$ cat src/rtl/lsu_defs.sv
// Shared definitions for the data-memory load/store unit.
//   LSU_W        : address/data width (32)
//   SZ_*         : request size encodings
//   lsu_state_e  : FSM state encoding
//   misaligned() : alignment/legality check for a size and low address bits
package lsu_defs;

    localparam int unsigned LSU_W = 32;

    localparam logic [1:0] SZ_BYTE = 2'b00;
    localparam logic [1:0] SZ_HALF = 2'b01;
    localparam logic [1:0] SZ_WORD = 2'b10;
    localparam logic [1:0] SZ_ILL  = 2'b11;

    typedef enum logic [1:0] {
        StIdle  = 2'b00,
        StRead  = 2'b01,
        StWrite = 2'b10,
        StResp  = 2'b11
    } lsu_state_e;

    // 1 when the request cannot be issued to memory (misaligned or illegal size).
    function automatic logic misaligned(input logic [1:0] size, input logic [1:0] addr_lo);
        logic bad;
        case (size)
            SZ_BYTE: bad = 1'b0;
            SZ_HALF: bad = addr_lo[0];
            SZ_WORD: bad = (addr_lo != 2'b00);
            default: bad = 1'b1;
        endcase
        return bad;
    endfunction

endpackage

$ cat src/rtl/dmem_lane_merge.sv
// Combinational byte-lane logic for the load/store unit (little-endian).
//   word_i    : word read from memory (old word for stores, source word for loads)
//   wdata_i   : right-aligned store data
//   size_i    : request size (SZ_BYTE/SZ_HALF/SZ_WORD)
//   addr_lo_i : byte offset within the word
//   signed_i  : loads only, 1 = sign-extend
//   merged_o  : word to write back (addressed lanes replaced; word store = wdata_i)
//   load_o    : extracted and extended load result
module dmem_lane_merge
    import lsu_defs::*;
(
    input  logic [LSU_W-1:0] word_i,
    input  logic [LSU_W-1:0] wdata_i,
    input  logic [1:0]       size_i,
    input  logic [1:0]       addr_lo_i,
    input  logic             signed_i,
    output logic [LSU_W-1:0] merged_o,
    output logic [LSU_W-1:0] load_o
);

    logic [7:0]  byte_v;
    logic [15:0] half_v;

    always_comb begin
        byte_v = word_i[{addr_lo_i, 3'b000} +: 8];
        half_v = addr_lo_i[1] ? word_i[31:16] : word_i[15:0];
    end

    always_comb begin
        merged_o = word_i;
        case (size_i)
            SZ_BYTE: merged_o[{addr_lo_i, 3'b000} +: 8] = wdata_i[7:0];
            SZ_HALF: begin
                if (addr_lo_i[1]) begin
                    merged_o[31:16] = wdata_i[15:0];
                end else begin
                    merged_o[15:0] = wdata_i[15:0];
                end
            end
            default: merged_o = wdata_i;
        endcase
    end

    always_comb begin
        case (size_i)
            SZ_BYTE: load_o = {{24{signed_i & byte_v[7]}}, byte_v};
            SZ_HALF: load_o = {{16{signed_i & half_v[15]}}, half_v};
            SZ_WORD: load_o = word_i;
            default: load_o = '0;
        endcase
    end

endmodule

$ cat src/rtl/dmem_lsu.sv
// Load/store unit: initiator on the word-addressed data-memory port.
//   clk, rst (sync, active-high)
//   req_*    : CPU request handshake (valid/ready) and request fields
//   resp_*   : one-cycle completion pulse with load data and error flag
//   DM_CS/DM_R/DM_W, dm_addr, dm_wdata, dm_rdata : data-memory port
// Sub-word stores run read-modify-write: READ captures the old word, WRITE
// sends it back with the addressed lanes replaced.
module dmem_lsu
    import lsu_defs::*;
(
    input  logic             clk,
    input  logic             rst,
    input  logic             req_valid,
    output logic             req_ready,
    input  logic             req_we,
    input  logic [1:0]       req_size,
    input  logic             req_signed,
    input  logic [LSU_W-1:0] req_addr,
    input  logic [LSU_W-1:0] req_wdata,
    output logic             resp_valid,
    output logic [LSU_W-1:0] resp_rdata,
    output logic             resp_err,
    output logic             DM_CS,
    output logic             DM_R,
    output logic             DM_W,
    output logic [LSU_W-1:0] dm_addr,
    output logic [LSU_W-1:0] dm_wdata,
    input  logic [LSU_W-1:0] dm_rdata
);

    lsu_state_e       state_q;
    logic             we_q;
    logic [1:0]       size_q;
    logic             signed_q;
    logic [LSU_W-1:0] addr_q;
    logic [LSU_W-1:0] wdata_q;
    logic             err_q;
    logic [LSU_W-1:0] word_q;

    logic [LSU_W-1:0] merged_w;
    logic [LSU_W-1:0] load_w;
    logic             rd_act;
    logic             wr_act;

    dmem_lane_merge u_lane_merge (
        .word_i    (word_q),
        .wdata_i   (wdata_q),
        .size_i    (size_q),
        .addr_lo_i (addr_q[1:0]),
        .signed_i  (signed_q),
        .merged_o  (merged_w),
        .load_o    (load_w)
    );

    always_ff @(posedge clk) begin
        if (rst) begin
            state_q  <= StIdle;
            we_q     <= 1'b0;
            size_q   <= SZ_BYTE;
            signed_q <= 1'b0;
            addr_q   <= '0;
            wdata_q  <= '0;
            err_q    <= 1'b0;
            word_q   <= '0;
        end else begin
            unique case (state_q)
                StIdle: begin
                    if (req_valid) begin
                        we_q     <= req_we;
                        size_q   <= req_size;
                        signed_q <= req_signed;
                        addr_q   <= req_addr;
                        wdata_q  <= req_wdata;
                        err_q    <= misaligned(req_size, req_addr[1:0]);
                        if (misaligned(req_size, req_addr[1:0])) begin
                            state_q <= StResp;
                        end else if (req_we && req_size == SZ_WORD) begin
                            state_q <= StWrite;
                        end else begin
                            state_q <= StRead;
                        end
                    end
                end
                StRead: begin
                    word_q  <= dm_rdata;
                    state_q <= we_q ? StWrite : StResp;
                end
                StWrite: state_q <= StResp;
                StResp:  state_q <= StIdle;
                default: state_q <= StIdle;
            endcase
        end
    end

    // Everything visible is gated by rst so a reset cycle never strobes memory
    // or completes a request.
    always_comb begin
        rd_act     = (state_q == StRead) && !rst;
        wr_act     = (state_q == StWrite) && !rst;
        req_ready  = (state_q == StIdle) && !rst;
        resp_valid = (state_q == StResp) && !rst;
        resp_err   = resp_valid && err_q;
        resp_rdata = (resp_valid && !err_q && !we_q) ? load_w : '0;
        DM_CS      = rd_act || wr_act;
        DM_R       = rd_act;
        DM_W       = wr_act;
        dm_addr    = (rd_act || wr_act) ? {addr_q[LSU_W-1:2], 2'b00} : '0;
        dm_wdata   = wr_act ? merged_w : '0;
    end

endmodule

$ cat config.mk
export PLATFORM = sky130hd
export DESIGN_NAME = dmem_lsu
export DESIGN_NICKNAME = d
export VERILOG_FILES = /design/src/rtl/lsu_defs.sv /design/src/rtl/dmem_lane_merge.sv /design/src/rtl/dmem_lsu.sv
export SDC_FILE = /design/constraint.sdc
export NUM_CORES = 1
export LEC_CHECK = 0
export BUFFER_PORTS_ARGS = -buffer_cell sky130_fd_sc_hd__buf_4
export CAP_MARGIN = 25
export CORE_MARGIN = 2
export CORE_UTILIZATION = 46
export CTS_CLUSTER_SIZE = 40
export DETAILED_ROUTE_END_ITERATION = 6
export PLACE_DENSITY = 0.82
export SETUP_SLACK_MARGIN = 0.2
export SYNTH_ARGS = -nofsm -noshare
export SYNTH_HDL_FRONTEND = slang
export SYNTH_HIERARCHICAL = 1
export SYNTH_SLANG_ARGS = --single-unit
$ cat constraint.sdc
create_clock -name clk -period 2.17 [get_ports clk]
set_input_delay 0.3255 -clock clk [delete_from_list [all_inputs] [get_ports clk]]
set_output_delay 0.3255 -clock clk [all_outputs]
set_load 0.02 [all_outputs]
==> load_flow_metrics.sql, run 1 <==
INSERT INTO impl_metrics (metric_group, metric, value, unit) VALUES
('status', 'violations', 'negative setup slack', ''),
('logic_synthesis', 'ys_ff_latch', '103', ''),
('timing', 'final_count_of_negative_setup_slack_endpoints', '62', ''),
('detailed_routing', 'via_per_inst', '5.49', ''),
('setup_path', 'timing_worst_setup_path_type', 'flip-flop to output port', ''),
('worst_hold_path', 'holdCritStartpoint', 'dm_rdata[29]', ''),
('logic_synthesis', 'ys.flop_type', 'sky130_fd_sc_hd__dfxtp_1', ''),
('logic_synthesis', 'netlist.top_cell.by_area', 'sky130_fd_sc_hd__dfxtp_1', ''),
('setup_path', 'worst_setup_path_end_kind', 'output port', ''),
('run', 'cap_violations', '0', ''),
('pwr', 'pwr_density_cell', '895', 'mW/mm²'),
('clocking', 'holdBufCountCts', '0', ''),
('status', 'outcome', 'finished with violations', ''),
('worst_hold_path', 'hold-path-cell-count', '3', ''),
('global_route', 'grt_pass1_vias', '5577', ''),
('floorplan', 'die-area', '0.0137', 'mm²'),
('setup_path', 'cpMaxStageDelayCell', 'sky130_fd_sc_hd__or3b_4', ''),
('logic_synthesis', 'synth_top_family_by_area', 'simple AND/OR/NAND/NOR gates', ''),
('detailed_routing', 'wl', '20200', 'µm'),
('logic_synthesis', 'synth-edff-count', '0', ''),
('global_route', 'grt_start_max_net_pins', '53', ''),
('setup_path', 'reg2reg_slack', '0.69', 'ns'),
('finish', 'final_cell_count_no_fill', '1126', ''),
('logic_synthesis', 'synthesis.instances', '749', ''),
('logic_synthesis', 'syn_area_per_cell', '7.85', 'µm²'),
('clocking', 'clkSlewWorstSetupHoldPaths', '0.07', 'ns'),
('detailed_routing', 'wl_per_cell', '18.0', 'µm'),
('floorplan', 'top_level_ports', '205', ''),
('timing', 'rsz_0062_raised_after_global_routing', 'true', ''),
('logic_synthesis', 'synth-adder-area-share', '2.13', '%'),
('timing', 'period_needed', '2.39', 'ns'),
('setup_path', 'required', '1.84', 'ns'),
('floorplan', 'die_h', '117', 'µm'),
('clocking', 'ctsHtreeMaxLevel', '3', ''),
('placed_design', 'numPlacedInstances', '1098', ''),
('finish', 'layout.cells.most_common', 'sky130_fd_sc_hd__buf_4', ''),
('global_route', 'gr-usage-all-layers', '28.2', '%'),
('detailed_routing', 'initialDrtViolationCount', '645', ''),
('clocking', 'numClockSinks', '103', ''),
('logic_synthesis', 'synth_cell_type_count', '50', ''),
('logic_synthesis', 'yosys-mux-area-fraction', '7.95', '%'),
('timing', 'finalHoldViolCount', '0', ''),
('global_route', 'overflow', '0', ''),
('timing', 'fmax', '0.419', 'GHz'),
('finish', 'filler_cells_inserted', '984', ''),
('worst_hold_path', 'min_to', 'word_q[29]', ''),
('timing', 'final_critical_path_setup_slack', '-0.216', 'ns'),
('clocking', 'cts.path.max_buffers', '2', ''),
('setup_path', 'critical_path_cell_by_cell', 'or3b_4 > o32ai_4 > a221o_1 > and2_1 > buf_4', ''),
('logic_synthesis', 'synth-async-reset-ratio', '0', '%'),
('logic_synthesis', 'post_synthesis_xor_xnor_area_fraction', '0', '%'),
('finish', 'area_delta_synth_final', '47.9', '%'),
('timing', 'skew', '0.00618', 'ns'),
('global_route', 'grt_first_pass_wirelength', '29500', 'µm'),
('clocking', 'worst_skew_pair.late_latency', '0.35', 'ns'),
('setup_path', 'critical_path_peak_fanout', '8', ''),
('logic_synthesis', 'synth.top_cells.by_area', 'sky130_fd_sc_hd__dfxtp_1 35%, sky130_fd_sc_hd__nand2_1 11%, sky130_fd_sc_hd__and2_1 10%', ''),
('logic_synthesis', 'portion_of_the_post_synthesis_area_used_by_sequential_elements', '35.0', '%'),
('pwr', 'vdd.ir_drop.worst', '676', 'µV'),
('timing', 'hold_slack', '0.206', 'ns'),
('setup_path', 'worst_ep_arrival_time', '2.06', 'ns'),
('logic_synthesis', 'synth_warnings', '6', ''),
('floorplan', 'initial_core_utilization', '46.8', '%'),
('setup_path', 'slowest_delay', '0.44', 'ns'),
('detailed_routing', 'drt_pass1_iterations', '5', ''),
('floorplan', 'design.core.area', '0.0126', 'mm²'),
('timing', 'final_max_slew_viol_count', '0', ''),
('detailed_routing', 'final_antenna_net_count', '0', ''),
('detailed_routing', 'routed-via-count', '6187', ''),
('clocking', 'clock_tree.root_cell', 'sky130_fd_sc_hd__clkbuf_16', ''),
('clocking', 'tritoncts', 'done', '');
==> stage by stage <==
stage | utilization, % | setup TNS [ns] | area, µm² | setup WS, ns
global placement | 61.5 | 0 | 7720 | 0.0739
floorplan | - | 0 | 5990 | 0.183
detailed placement | 61.5 | -0.00772 | 7720 | -0.00772
finish | 69.2 | -10.34 | 8700 | -0.216
global route | 69.2 | -14.76 | 8700 | -0.287
CTS | 66.7 | -11.24 | 8380 | -0.219
==> power by group <==
part	total [µW]	leakage (µW)	switching, µW	internal, µW
clock	1670	0.000146	738	927
sequential	2760	0.000847	471	2290
combinational	3360	0.00281	1800	1570
total	7790	0.00381	3000	4790
==> logic make-up after synthesis <==
kind of cell             count (synthesis)
AO/OA/AOI/OAI                          156
flip-flops                             103
adder cells (fa/ha/maj)                 10
buffers and inverters                   74
other                                    1
multiplexers                            46
AND/OR/NAND/NOR                        359
==> worst max path at each step <==
stage	slack (ns)	startpoint	endpoint	cells after the start
final	-0.22	addr_q[0]	resp_rdata[10]	5
after detailed placement	-0.008	addr_q[0]	dm_wdata[21]	7
after CTS	-0.22	addr_q[1]	dm_wdata[21]	8
after global routing	-0.29	addr_q[1]	dm_wdata[28]	8
after floorplan	0.18	addr_q[1]	dm_wdata[26]	9
after global placement	0.07	addr_q[0]	dm_wdata[20]	7
==> final cells by class <==
class,count,area [µm²],area share (%)
Clock inverter,5,56.3,0.647
Tap cell,172,215,2.47
Timing Repair Buffer,247,2210,25.4
Multi-Input combinational cell,573,3830,44.0
Inverter,15,71.3,0.819
Sequential cell,103,2080,23.9
Clock buffer,11,243,2.79
==> layer usage <==
metal	GRT usage [%]	part of all wire [%]	vias up
met3	6.28	8.2	56
met5	0	0	-
met4	9.10	3.1	0
met1	37.4	40	2903
li1	-	-	2946
met2	45.7	49	282
==> worst max-delay path: cells and delay by family (launching register included) <==
family                 cells  cell delay, ns
AOI/OAI and AO/OA          2            0.57
buffers and inverters      1            0.15
DFF                        1            0.41
and+or+nand+nor            2            0.59
==> synth_stat cells, types with 2 or more instances <==
master / count
sky130_fd_sc_hd__nand2_1: 166
sky130_fd_sc_hd__dfxtp_1: 103
sky130_fd_sc_hd__and2_1: 96
sky130_fd_sc_hd__a21oi_1: 70
sky130_fd_sc_hd__mux2i_1: 42
sky130_fd_sc_hd__nor2_1: 42
sky130_fd_sc_hd__a221o_1: 29
sky130_fd_sc_hd__buf_2: 21
sky130_fd_sc_hd__clkbuf_1: 20
sky130_fd_sc_hd__a21o_1: 17
sky130_fd_sc_hd__nor2b_1: 17
sky130_fd_sc_hd__inv_1: 15
sky130_fd_sc_hd__nor3_1: 12
sky130_fd_sc_hd__o21ai_0: 12
sky130_fd_sc_hd__ha_1: 10
sky130_fd_sc_hd__a22o_1: 8
sky130_fd_sc_hd__o221ai_1: 8
sky130_fd_sc_hd__buf_4: 7
sky130_fd_sc_hd__nand3_1: 5
sky130_fd_sc_hd__buf_1: 4
sky130_fd_sc_hd__buf_6: 4
sky130_fd_sc_hd__clkbuf_2: 3
sky130_fd_sc_hd__mux2_2: 3
sky130_fd_sc_hd__nand3b_1: 3
sky130_fd_sc_hd__or2_2: 3
sky130_fd_sc_hd__and3b_1: 2
sky130_fd_sc_hd__nand2b_1: 2
sky130_fd_sc_hd__o21bai_1: 2
sky130_fd_sc_hd__o32ai_4: 2
==> registers in the layout (all words and copies together), names as in the netlist <==
name,cells
addr_q,32
err_q,1
signed_q,1
size_q,2
state_q,2
wdata_q,32
we_q,1
word_q,32
==> what timing repair did <==
item	CTS	global route
buffers inserted	4	3
endpoints found under the setup margin	96	95
gates cloned	3	2
gates resized for setup	89	79
pin swaps	10	7
Power figures use the tool's default switching activity.
==> run 2, diff against run 1 <==
--- a/config.mk
+++ b/config.mk
@@ -8,10 +8,10 @@
 export BUFFER_PORTS_ARGS = -buffer_cell sky130_fd_sc_hd__buf_4
 export CAP_MARGIN = 25
 export CORE_MARGIN = 2
-export CORE_UTILIZATION = 46
+export CORE_UTILIZATION = 55
 export CTS_CLUSTER_SIZE = 40
 export DETAILED_ROUTE_END_ITERATION = 6
-export PLACE_DENSITY = 0.82
+export PLACE_DENSITY = 0.92
 export SETUP_SLACK_MARGIN = 0.2
 export SYNTH_ARGS = -nofsm -noshare
 export SYNTH_HDL_FRONTEND = slang
==> constraint.sdc (replaced) <==
create_clock -name clk -period 2.75 [get_ports clk]
set_input_delay 0.4125 -clock clk [delete_from_list [all_inputs] [get_ports clk]]
set_output_delay 0.4125 -clock clk [all_outputs]
set_load 0.02 [all_outputs]
==> run 2 against run 1 <==
Effect of this change:
- sequential cell count unchanged
- critical path depth increased by 1
- first-iteration DRC count grew 43%
- worst setup slack better by 0.27 ns
- core utilization increased by 10 points
- largest power group unchanged
- clock-buffer cell count fell by 2
- the run now ends clean
- critical path type unchanged
- non-clock buffer count is 12 lower
==> load_flow_metrics.sql, run 2 (synthesis gave the netlist of run 1 again) <==
INSERT INTO impl_metrics (metric_group, metric, value, unit) VALUES
('status', 'outcome', 'completed', ''),
('global_route', 'grt_first_pass_wirelength', '29500', 'µm'),
('floorplan', 'initial_core_utilization', '56.7', '%'),
('worst_hold_path', 'holdCritStartpoint', 'dm_rdata[17]', ''),
('timing', 'final_count_of_negative_setup_slack_endpoints', '0', ''),
('global_route', 'antenna_found_initial', '2', ''),
('clocking', 'cts.path.max_buffers', '2', ''),
('pwr', 'vdd.ir_drop.worst', '365', 'µV'),
('timing', 'final_period_util', '97.9', '%'),
('timing', 'fin_setup_tns', '0', 'ns'),
('clocking', 'worst_skew_pair.late_latency', '0.38', 'ns'),
('detailed_routing', 'initialDrtViolationCount', '924', ''),
('timing', 'slew_at_the_pin_closest_to_its_max_slew_limit', '0.790', 'ns'),
('detailed_routing', 'via_per_inst', '6.20', ''),
('setup_path', 'setup.worst_path.start', 'addr_q[0]', ''),
('timing', 'final_max_slew_viol_count', '0', ''),
('setup_path', 'rr_startpoint', 'state_q[1]', ''),
('setup_path', 'required', '2.34', 'ns'),
('global_route', 'gr-usage-all-layers', '32.7', '%'),
('setup_path', 'timing_worst_setup_path_type', 'flip-flop to output port', ''),
('setup_path', 'reg2reg_slack', '0.65', 'ns'),
('finish', 'final_core_util', '79.4', '%'),
('finish', 'mostFrequentLayoutCells', '194 x sky130_fd_sc_hd__buf_4, 165 x sky130_fd_sc_hd__nand2_1, 99 x sky130_fd_sc_hd__dfxtp_1, 81 x sky130_fd_sc_hd__and2_1, 69 x sky130_fd_sc_hd__a21oi_1', ''),
('detailed_routing', 'count_of_unresolved_drc_violations_after_routing', '0', ''),
('timing', 'worst_slew_margin_relative_to_its_limit', '47.4', '%'),
('placed_design', 'place.port_buffers', '202', ''),
('finish', 'largestRegisters', 'addr_q x32, wdata_q x32, word_q x32', ''),
('clocking', 'tritoncts', 'done', ''),
('pwr', 'pwr_density_cell', '693', 'mW/mm²'),
('finish', 'layout.cells.most_common', 'sky130_fd_sc_hd__buf_4', ''),
('timing', 'period_needed', '2.69', 'ns'),
('detailed_routing', 'final_antenna_net_count', '0', ''),
('worst_hold_path', 'kind_of_path_behind_the_tightest_hold_check', 'input port to flip-flop', ''),
('timing', 'final_critical_path_setup_slack', '0.0589', 'ns'),
('finish', 'final_layout_size_suffix_gt1_share', '33.6', '%'),
('finish', 'filler_cells_inserted', '638', ''),
('floorplan', 'std_cell_rows', '37', ''),
('detailed_routing', 'wl', '22400', 'µm'),
('detailed_routing', 'wl_per_cell', '20.7', 'µm'),
('detailed_routing', 'routed-via-count', '6697', ''),
('floorplan', 'die-area', '0.0115', 'mm²'),
('placed_design', 'gp_routability_congestion', '1.00', ''),
('timing', 'rsz_0062_raised_after_global_routing', 'true', ''),
('setup_path', 'critical_path_peak_fanout', '8', ''),
('setup_path', 'worst_ep_arrival_time', '2.28', 'ns'),
('setup_path', 'setup.worst_path.start_class', 'flip-flop', ''),
('clocking', 'clkSlewWorstSetupHoldPaths', '0.11', 'ns'),
('floorplan', 'die_width', '107', 'µm'),
('setup_path', 'rr_worst_depth', '6', ''),
('global_route', 'overflow', '0', ''),
('finish', 'area_delta_synth_final', '40.0', '%'),
('floorplan', 'top_level_ports', '205', ''),
('timing', 'finalHoldViolCount', '0', ''),
('setup_path', 'worst_setup_path_end_kind', 'output port', ''),
('detailed_routing', 'drt_pass1_iterations', '7', ''),
('floorplan', 'design.core.area', '0.0104', 'mm²'),
('run', 'cap_violations', '0', ''),
('placed_design', 'placement.setup.worst_slack', '0.241', 'ns'),
('global_route', 'grt_pass1_vias', '5706', ''),
('clocking', 'ctsHtreeMaxLevel', '3', ''),
('pwr', 'leakage', '0.00364', 'µW'),
('floorplan', 'die_h', '107', 'µm'),
('global_route', 'grt_start_max_net_pins', '75', ''),
('timing', 'fmax', '0.372', 'GHz'),
('worst_hold_path', 'hold-path-cell-count', '3', ''),
('clocking', 'clock_tree.root_cell', 'sky130_fd_sc_hd__clkbuf_8', ''),
('finish', 'finish.net_count', '1051', ''),
('clocking', 'numCtsBuffers', '9', ''),
('worst_hold_path', 'min_to', 'word_q[17]', ''),
('setup_path', 'reg2reg_to', 'addr_q[0]', ''),
('clocking', 'numClockSinks', '103', ''),
('pwr', 'report.power.total', '5700', 'µW'),
('timing', 'skew', '0.0159', 'ns'),
('placed_design', 'dp.final_hpwl', '13200', 'µm'),
('timing', 'hold_slack', '0.255', 'ns');
run 2: changes by cell type in the layout (fill, tap and decap cells not counted), moves of 8 or more:
cell,delta
sky130_fd_sc_hd__clkbuf_8,+8
sky130_fd_sc_hd__clkbuf_16,-9
sky130_fd_sc_hd__buf_6,-32
sky130_fd_sc_hd__buf_4,+22
sky130_fd_sc_hd__and2_1,+43
sky130_fd_sc_hd__and2_4,-43
run 2: final cells by class:
type                    instances  area (µm²)  area share [%]
multi-input cells             574        3720            45.2
flip-flops and latches        103        2070            25.2
repair buffers                235        1990            24.2
well taps                     136         170            2.07
clock buffers                   9         124            1.50
clock inverters                 7        88.8            1.08
inverters                      15        61.3           0.745
diodes                          1        2.50          0.0304
run 2: through the flow:
step,area (µm²),cells
after floorplan,5890,750
after global placement,7440,1046
after detailed placement,7440,1046
after CTS,7900,1072
after global routing,8230,1080
final,8230,1080
run 2: report_power, final:
part / internal (µW) / total [µW] / switching, µW
Combinational: 1050 / 2470 / 1420
Clock: 442 / 1030 / 584
Sequential: 1800 / 2200 / 405
run 2: metal layers:
metal  up-vias  global-route usage [%]  wire length, µm
li1       2918                       -                -
met1      3004                    41.0             7790
met2       569                    52.4             9790
met3       206                    7.81             2880
met4         0                    16.8             1940
met5         -                       0                0
run 2: how the worst max path moves through the flow:
stage	slack (ns)	depth (start not counted)	end
detailed placement	0.24	7	dm_wdata[30]
finish	0.06	6	resp_rdata[8]
global placement	0.31	7	dm_wdata[25]
global route	0.04	6	resp_rdata[8]
floorplan	0.29	9	dm_wdata[26]
CTS	0.18	8	dm_wdata[17]
run 2: worst max-delay path, stage by stage, from the launching register on:
cell and delay (ns):
sky130_fd_sc_hd__dfxtp_4 0.39, sky130_fd_sc_hd__buf_6 0.12, sky130_fd_sc_hd__or3b_4 0.44, sky130_fd_sc_hd__o32ai_4 0.47, sky130_fd_sc_hd__a221o_1 0.21, sky130_fd_sc_hd__and2_1 0.15, sky130_fd_sc_hd__buf_6 0.12
run 2: timing repair:
| action | 4_1_cts | 5_1_grt |
|---|---|---|
| endpoints found under the hold margin | 0 | 0 |
| gates cloned | 1 | 3 |
| resized for setup | 34 | 65 |
| hold buffers | 0 | 0 |
| pin swaps | 4 | 8 |
| buffers inserted | 9 | 4 |
| endpoints found under the setup margin | 64 | 63 |
